===== config.mk =====
export PLATFORM = sky130hd
export DESIGN_NAME = rec_assembler
export DESIGN_NICKNAME = d
export VERILOG_FILES = /design/src/rtl/rec_assembler_pkg.sv /design/src/rtl/rec_assembler_lane_wr.sv /design/src/rtl/rec_assembler.sv
export SDC_FILE = /design/constraint.sdc
export NUM_CORES = 1
export LEC_CHECK = 0
export CAP_MARGIN = 20
export CORE_ASPECT_RATIO = 1.2
export CORE_MARGIN = 1.5
export CORE_UTILIZATION = 45
export DETAILED_ROUTE_END_ITERATION = 7
export PLACE_DENSITY = 0.67
export RECOVER_POWER = 25
export SLEW_MARGIN = 20
export SYNTH_ARGS = -nofsm -noshare
export SYNTH_HDL_FRONTEND = slang
export SYNTH_HIERARCHICAL = 1
export SYNTH_SLANG_ARGS = --single-unit

===== constraint.sdc =====
create_clock -name clk -period 2 [get_ports clk]
set_input_delay 0.3 -clock clk [delete_from_list [all_inputs] [get_ports clk]]
set_output_delay 0.3 -clock clk [all_outputs]
set_load 0.02 [all_outputs]

===== src/rtl/rec_assembler_pkg.sv =====
// Shared types and constants for the byte-serial record assembler.
package rec_assembler_pkg;

    localparam int REC_NBYTES = 8;
    localparam int REC_BBITS  = 16;
    localparam int REC_L      = REC_NBYTES + REC_BBITS / 8;
    localparam int REC_W      = 8 * REC_NBYTES + REC_BBITS;
    localparam int LEN_W      = $clog2(REC_L + 1);

    // Field a occupies the MSBs; a[REC_NBYTES-1] holds the first byte received.
    typedef struct packed {
        logic [REC_NBYTES-1:0][7:0] a;
        logic [REC_BBITS-1:0]       b;
    } rec_t;

    typedef enum logic {
        ST_FILL = 1'b0,
        ST_HOLD = 1'b1
    } state_e;

endpackage


===== src/rtl/rec_assembler_lane_wr.sv =====
// Lane write decode: drops one byte into the lane selected by the byte count.
module rec_lane_wr
    import rec_assembler_pkg::*;
(
    input  rec_t             rec_i,
    input  logic [LEN_W-1:0] cnt_i,
    input  logic [7:0]       byte_i,
    output rec_t             rec_o
);

    logic [REC_W-1:0] flat;

    // Arrival order k maps onto the flat vector from the top down, which walks
    // through a (MSB lane first) and then through b (MSB lane first).
    always_comb begin
        flat = rec_i;
        for (int k = 0; k < REC_L; k++) begin
            if (int'(cnt_i) == k) begin
                flat[REC_W-1-8*k -: 8] = byte_i;
            end
        end
        rec_o = flat;
    end

endmodule


===== src/rtl/rec_assembler.sv =====
// Byte-serial record assembler: packs MSB-first bytes into a fixed-length
// record, closing early on in_last, and hands records to a one-deep output slot.
//
// state | meaning
// FILL  | accepting bytes into the assembly register
// HOLD  | record complete, waiting for the output slot to free up
module rec_assembler
    import rec_assembler_pkg::*;
#(
    parameter int NBYTES = REC_NBYTES,
    parameter int BBITS  = REC_BBITS
) (
    input  logic                                  clk,
    input  logic                                  rst_n,
    input  logic                                  in_valid,
    output logic                                  in_ready,
    input  logic [7:0]                            in_data,
    input  logic                                  in_last,
    output logic                                  out_valid,
    input  logic                                  out_ready,
    output logic [8*NBYTES+BBITS-1:0]             out_rec,
    output logic [$clog2(NBYTES+BBITS/8+1)-1:0]   out_len,
    output logic                                  out_short
);

    localparam logic [LEN_W-1:0] CNT_LAST = LEN_W'(REC_L - 1);

    state_e           state_q;
    logic [LEN_W-1:0] cnt_q;
    rec_t             asm_q;
    rec_t             asm_d;
    logic             short_q;
    rec_t             out_rec_q;
    logic [LEN_W-1:0] out_len_q;
    logic             out_short_q;
    logic             out_valid_q;
    logic             in_ready_q;

    logic in_xfer;
    logic last_byte;
    logic load;

    assign in_xfer   = in_valid && in_ready_q;
    assign last_byte = in_last || (cnt_q == CNT_LAST);
    assign load      = (state_q == ST_HOLD) && (!out_valid_q || out_ready);

    rec_lane_wr u_lane_wr (
        .rec_i  (asm_q),
        .cnt_i  (cnt_q),
        .byte_i (in_data),
        .rec_o  (asm_d)
    );

    // Assembly FSM plus output slot; in_ready and out_valid are plain flops.
    always_ff @(posedge clk or negedge rst_n) begin
        if (!rst_n) begin
            state_q     <= ST_FILL;
            cnt_q       <= '0;
            asm_q       <= '0;
            short_q     <= 1'b0;
            out_rec_q   <= '0;
            out_len_q   <= '0;
            out_short_q <= 1'b0;
            out_valid_q <= 1'b0;
            in_ready_q  <= 1'b0;
        end else begin
            case (state_q)
                ST_FILL: begin
                    in_ready_q <= 1'b1;
                    if (in_xfer) begin
                        asm_q <= asm_d;
                        cnt_q <= cnt_q + 1'b1;
                        if (last_byte) begin
                            state_q    <= ST_HOLD;
                            in_ready_q <= 1'b0;
                            // in_last on the final lane is a normal full record
                            short_q    <= (cnt_q != CNT_LAST);
                        end
                    end
                end
                ST_HOLD: begin
                    if (load) begin
                        out_rec_q   <= asm_q;
                        out_len_q   <= cnt_q;
                        out_short_q <= short_q;
                        asm_q       <= '0;
                        cnt_q       <= '0;
                        state_q     <= ST_FILL;
                        in_ready_q  <= 1'b1;
                    end
                end
                default: begin
                    state_q <= ST_FILL;
                end
            endcase

            // A refill in the same cycle as a drain keeps the slot occupied.
            if (load) begin
                out_valid_q <= 1'b1;
            end else if (out_ready) begin
                out_valid_q <= 1'b0;
            end
        end
    end

    assign in_ready  = in_ready_q;
    assign out_valid = out_valid_q;
    assign out_rec   = out_rec_q;
    assign out_len   = out_len_q;
    assign out_short = out_short_q;

endmodule

---- After elaboration in Yosys (flattened, before gate mapping) ----
Index checks and enable logic that the tools add are counted.
storage, ports and cells
  bits of input ports ..................... 13
  flip-flop bits (word level) ............. 173
  logic and storage cells ................. 97
  output and inout bits ................... 87
operators by class
  reduce and logical (&&, ||, !) cells .... 20
  mux-type cells .......................... 26
  eq/ne operators ......................... 23
  $add $sub $neg .......................... 1
  bitwise logic cells ..................... 1
operators with widths
  cell                                                    count
  two-way mux 80 bit                                      2
  one-hot mux 80 bit (2 select lines)                     1
  two-way mux 8 bit                                       10
  AND reduction 3 bit                                     11
  == test 4 bit (second input constant)                   7
  inequality test 2 x 1 -> 1 bit (second input constant)  11
  == test 4 x 3 -> 1 bit (second input constant)          2
  two-way mux 1 bit                                       8
  two-way mux 4 bit                                       2
  one-hot mux 4 bit (2 select lines)                      1
  adder 4 x 1 -> 4 bit (second input constant)            1
  == test 4 x 2 -> 1 bit (second input constant)          1
  zero test 4 bit                                         1
  inequality test 4 bit (second input constant)           1
  one-hot mux 1 bit (2 select lines)                      2
  AND reduction 2 bit                                     2
  logical AND 1 bit                                       2
  logical OR 1 bit                                        2
  inequality test 2 bit (second input constant)           1
  nonzero test 2 bit                                      1
  zero test 1 bit                                         1
  NOT 1 bit                                               1

---- Logic depth before layout (Yosys ltp) ----
  depth in word-level cells ............... 5
  gate-level depth with buffers ........... 7
  gate-level depth less buffers ........... 5

---- Hierarchy ----
The synthesis kept the hierarchy.
by module, submodules not included
  module         times used  cells each  area each (µm²)
  rec_assembler  1           393         6371.1
  rec_lane_wr    1           98          1123.6

---- Worst setup path after synthesis ----
No wires, ideal clock.
  path type ............................... reg2reg
  start ................................... register cnt_q[0]
  end ..................................... register asm_q[40] in the netlist's numbering
  path buffers ............................ 1
  period minus slack after synthesis ...... 1741 ps
  arrival time ............................ 1620 ps
  data required time ...................... 1879 ps
  library setup time ...................... 121 ps
  setup slack ............................. 259 ps
  stages on the path, launching flop included .. 5
  path through ............................ dfrtp_1 buf_6 nor4b_4 mux2_2 a22o_1
between the ends
  word-level cells in the longest chain between the ends .. 3
RTL lines
  item                                      line                         text
  start, declared                           rec_assembler.sv:29          logic [LEN_W-1:0] cnt_q;
  start signal, assigned                    rec_assembler.sv:72          cnt_q <= cnt_q + 1'b1;
  == test 4 bit                             rec_assembler_lane_wr.sv:18  if (int'(cnt_i) == k) begin
  inequality test 2 x 1 -> 1 bit (no line)  n/a
  AND reduction 3 bit (no line)             n/a
  end signal, assigned                      rec_assembler.sv:71          asm_q <= asm_d;
  end, declared                             rec_assembler.sv:30          rec_t asm_q;
No other way between the ends.
A chain may end at the register's enable or synchronous reset.

---- Worst setup path after layout ----
  start ................................... register cnt_q[0]
  end ..................................... register asm_q[75] in the netlist's numbering
between the ends
  word-level cells in the longest chain between the ends .. 3
RTL lines
  item                                      line
  zero test 4 bit                           rec_assembler_lane_wr.sv:18
  inequality test 2 x 1 -> 1 bit (no line)  n/a
  AND reduction 3 bit (no line)             n/a
No other way between the ends.

==> impl_metrics.env <==
export IMPL_grt_use_total_pct=20.2
export IMPL_hold_class="reg2reg"
export IMPL_yosysTopAreaCellShare_pct=57.8
export IMPL_synth_cells=491
export IMPL_vdd_drop_max_v=0.000868
export IMPL_p_switching_uw=4300
export IMPL_die_w_um=121
export IMPL_viasPerCell=5.60
export IMPL_combPwrFrac_pct=35.8
export IMPL_syn_cell_area_um2=7490
export IMPL_crit_arrival_ps=2200
export IMPL_p_int_uw=9490
export IMPL_power_density_nw_per_um2=1450
export IMPL_grt_pass1_vias=4867
export IMPL_hold_ws_ps=502
export IMPL_gp_congestion=0.849
export IMPL_insertion_delay_ps=430
export IMPL_drtIter0Drc=245
export IMPL_routed_wl_mm=16.4
export IMPL_leakagePower_uw=0.00448
export IMPL_core_area_um2=16300
export IMPL_avgSynthCellArea_um2=15.3
export IMPL_synth_top_flop_cell="dfrtp_1"
export IMPL_layoutNonFillerInstCount=835
export IMPL_clockBufferDepth=2
export IMPL_fin_crit_sh_pct=94.4
export IMPL_grt_pass1_wl_mm=26.8
export IMPL_fp_dieArea_um2=17400
export IMPL_cts_made_buffers=17
export IMPL_wl_per_cell_um=19.7
export IMPL_placed_cell_area_um2=8910
export IMPL_layout_nets=625
export IMPL_drcViolationCount=0
export IMPL_die_h_um=144
export IMPL_synth_fp_nets=506
export IMPL_syn_to_final_growth_pct=27.0
export IMPL_htree_num_levels=4
export IMPL_fmax_mhz=530
export IMPL_synth_warnings=6
export IMPL_synthTopCellsByArea="dfrtp_1 58%, mux2_2 25%, a22o_1 9.3%"
export IMPL_outcome="finished clean"
export IMPL_synth_largest_area_cell="dfrtp_1"
export IMPL_numPortBuffers=99
export IMPL_cap_violations=0
export IMPL_rsz0062_at_grt="false"
export IMPL_finalInstanceArea_um2=9520
export IMPL_crit_path_end_kind="flip-flop"
export IMPL_antenna_left=0
export IMPL_setup_violations=0
export IMPL_rows=51
export IMPL_pin_count=100
export IMPL_skew_ps=8.25
export IMPL_drt_pass1_iterations=4
export IMPL_overflow=0
export IMPL_clkPwrFrac_pct=24.4
export IMPL_clock_sinks=173
export IMPL_worstPathMaxFanout=8
export IMPL_dp_cells=801
export IMPL_via_count=4680
export IMPL_path_class="reg2reg"
export IMPL_drive_above_1_share_pct=39.0
export IMPL_final_cell_mix="173 x dfrtp_1, 165 x mux2_2, 98 x clkdlybuf4s50_1"
export IMPL_cts_clk_slew_worst_paths_ps=60
export IMPL_worst_pin_slew_ps=1010
export IMPL_grt_max_degree=85
export IMPL_min_period_ps=1890
export IMPL_worst_ep_required_time_ps=2310
export IMPL_max_slew_margin_pct=33.0
export IMPL_cts_root_buffer="clkbuf_16"
export IMPL_cp_start_kind="flip-flop"
export IMPL_start_util_pct=46.1
export IMPL_async_flop_share_pct=100
export IMPL_antenna_found_initial=0
export IMPL_setup_tns_ps=0
export IMPL_diodes=0
export IMPL_place_hpwl_mm=10.4
export IMPL_slew_viol_final=0
export IMPL_final_common_cell="dfrtp_1"
export IMPL_power_frac_seq_pct=39.8
export IMPL_synth_edf_count=0
export IMPL_hold_viol=0
export IMPL_netSwitchingFraction_pct=31.2
export IMPL_ys_ff_latch=173
export IMPL_cts_tree="built"
export IMPL_ys_types=27
export IMPL_ys_seq_area_share_pct=57.8
[path summary, 6_finish.rpt]
path,start,to,slack [ps],cells after the start
worst max-delay path,cnt_q[0],asm_q[75],110,5
min in group asynchronous,rst_n,out_rec[21],580,2
worst min register to register,out_rec[69],out_rec[69],500,1
max in group asynchronous,rst_n,out_rec[60],550,3
worst min-delay path,out_rec[69],out_rec[69],500,1
worst max register to register,cnt_q[0],asm_q[75],110,5
[sequential cells by signal (all words and copies together), names as in the netlist]
| signal | flops |
|---|---|
| asm_q | 80 |
| short_q | 1 |
| out_rec | 80 |
| state_q | 1 |
| out_valid | 1 |
| cnt_q | 4 |
| out_short | 1 |
| in_ready | 1 |
| out_len | 4 |
[routing by layer]
metal,share of wire [%],vias up,track usage [%]
li1,-,2095,-
met1,44,2462,26.7
met2,51,110,32.7
met3,4.2,13,4.73
met4,1.1,0,7.24
met5,0,-,0
[critical path, cell delays in order, from the launching register on]
cell     delay (ps)
dfrtp_1         470
buf_4           210
nor4_4          300
buf_4           230
mux2_2          350
a22o_1          210
[power groups by stage]
stage                     Sequential (µW)  Clock, µW  Combinational (µW)
after floorplan                      6030          0                2400
after global placement               5500          0                4840
after global routing                 5660       3600                5280
after CTS                            5500       3430                4990
after detailed placement             5550          0                4970
final                                5490       3370                4940
[synthesized netlist by cell type, types with 3 or more instances]
library cell,number
nor4b_4,4
a21oi_1,3
dfrtp_1,173
mux2_2,165
nor4bb_1,4
o21ai_0,3
nand2_1,4
buf_4,5
buf_6,10
a22o_1,80
buf_2,19
[area by class of cell]
type                            instances  area [µm²]
Clock buffer                           21         460
Clock inverter                         11         141
Fill cell                            1293        6750
Inverter                                2        7.51
Multi-Input combinational cell        280        2930
Sequential cell                       173        4330
Tap cell                              212         265
Timing Repair Buffer                  136        1390
[metrics by stage]
step | total power [µW] | utilization (%) | setup slack [ps]
floorplan | 8430 | - | 259
global placement | 10300 | 54.7 | 117
detailed placement | 10500 | 54.7 | 90.1
CTS | 13900 | 58.5 | 98.7
global route | 14500 | 58.5 | 28.4
finish | 13800 | 58.5 | 112
[cell families (layout without fill, tap and decap cells)]
| kind of cell | Yosys count | after routing | share of synthesized area [%] |
|---|---|---|---|
| XOR/XNOR | 1 | 1 | 0.117 |
| adder cells (fa/ha/maj) | 2 | 2 | 0.334 |
| buffers and inverters | 38 | 170 | 3.47 |
| flip-flops | 173 | 173 | 57.8 |
| AND/OR/NAND/NOR | 21 | 21 | 3.12 |
| AO/OA/AOI/OAI | 91 | 91 | 10.4 |
| multiplexers | 165 | 165 | 24.8 |
[repair_timing]
item,4_1_cts,5_1_grt
setup endpoints to repair,0,8
endpoints found under the hold margin,33,0
buffers inserted,0,1
gates resized for setup,0,0
hold buffers,1,0
No activity file was read; power rests on OpenSTA's default activity.
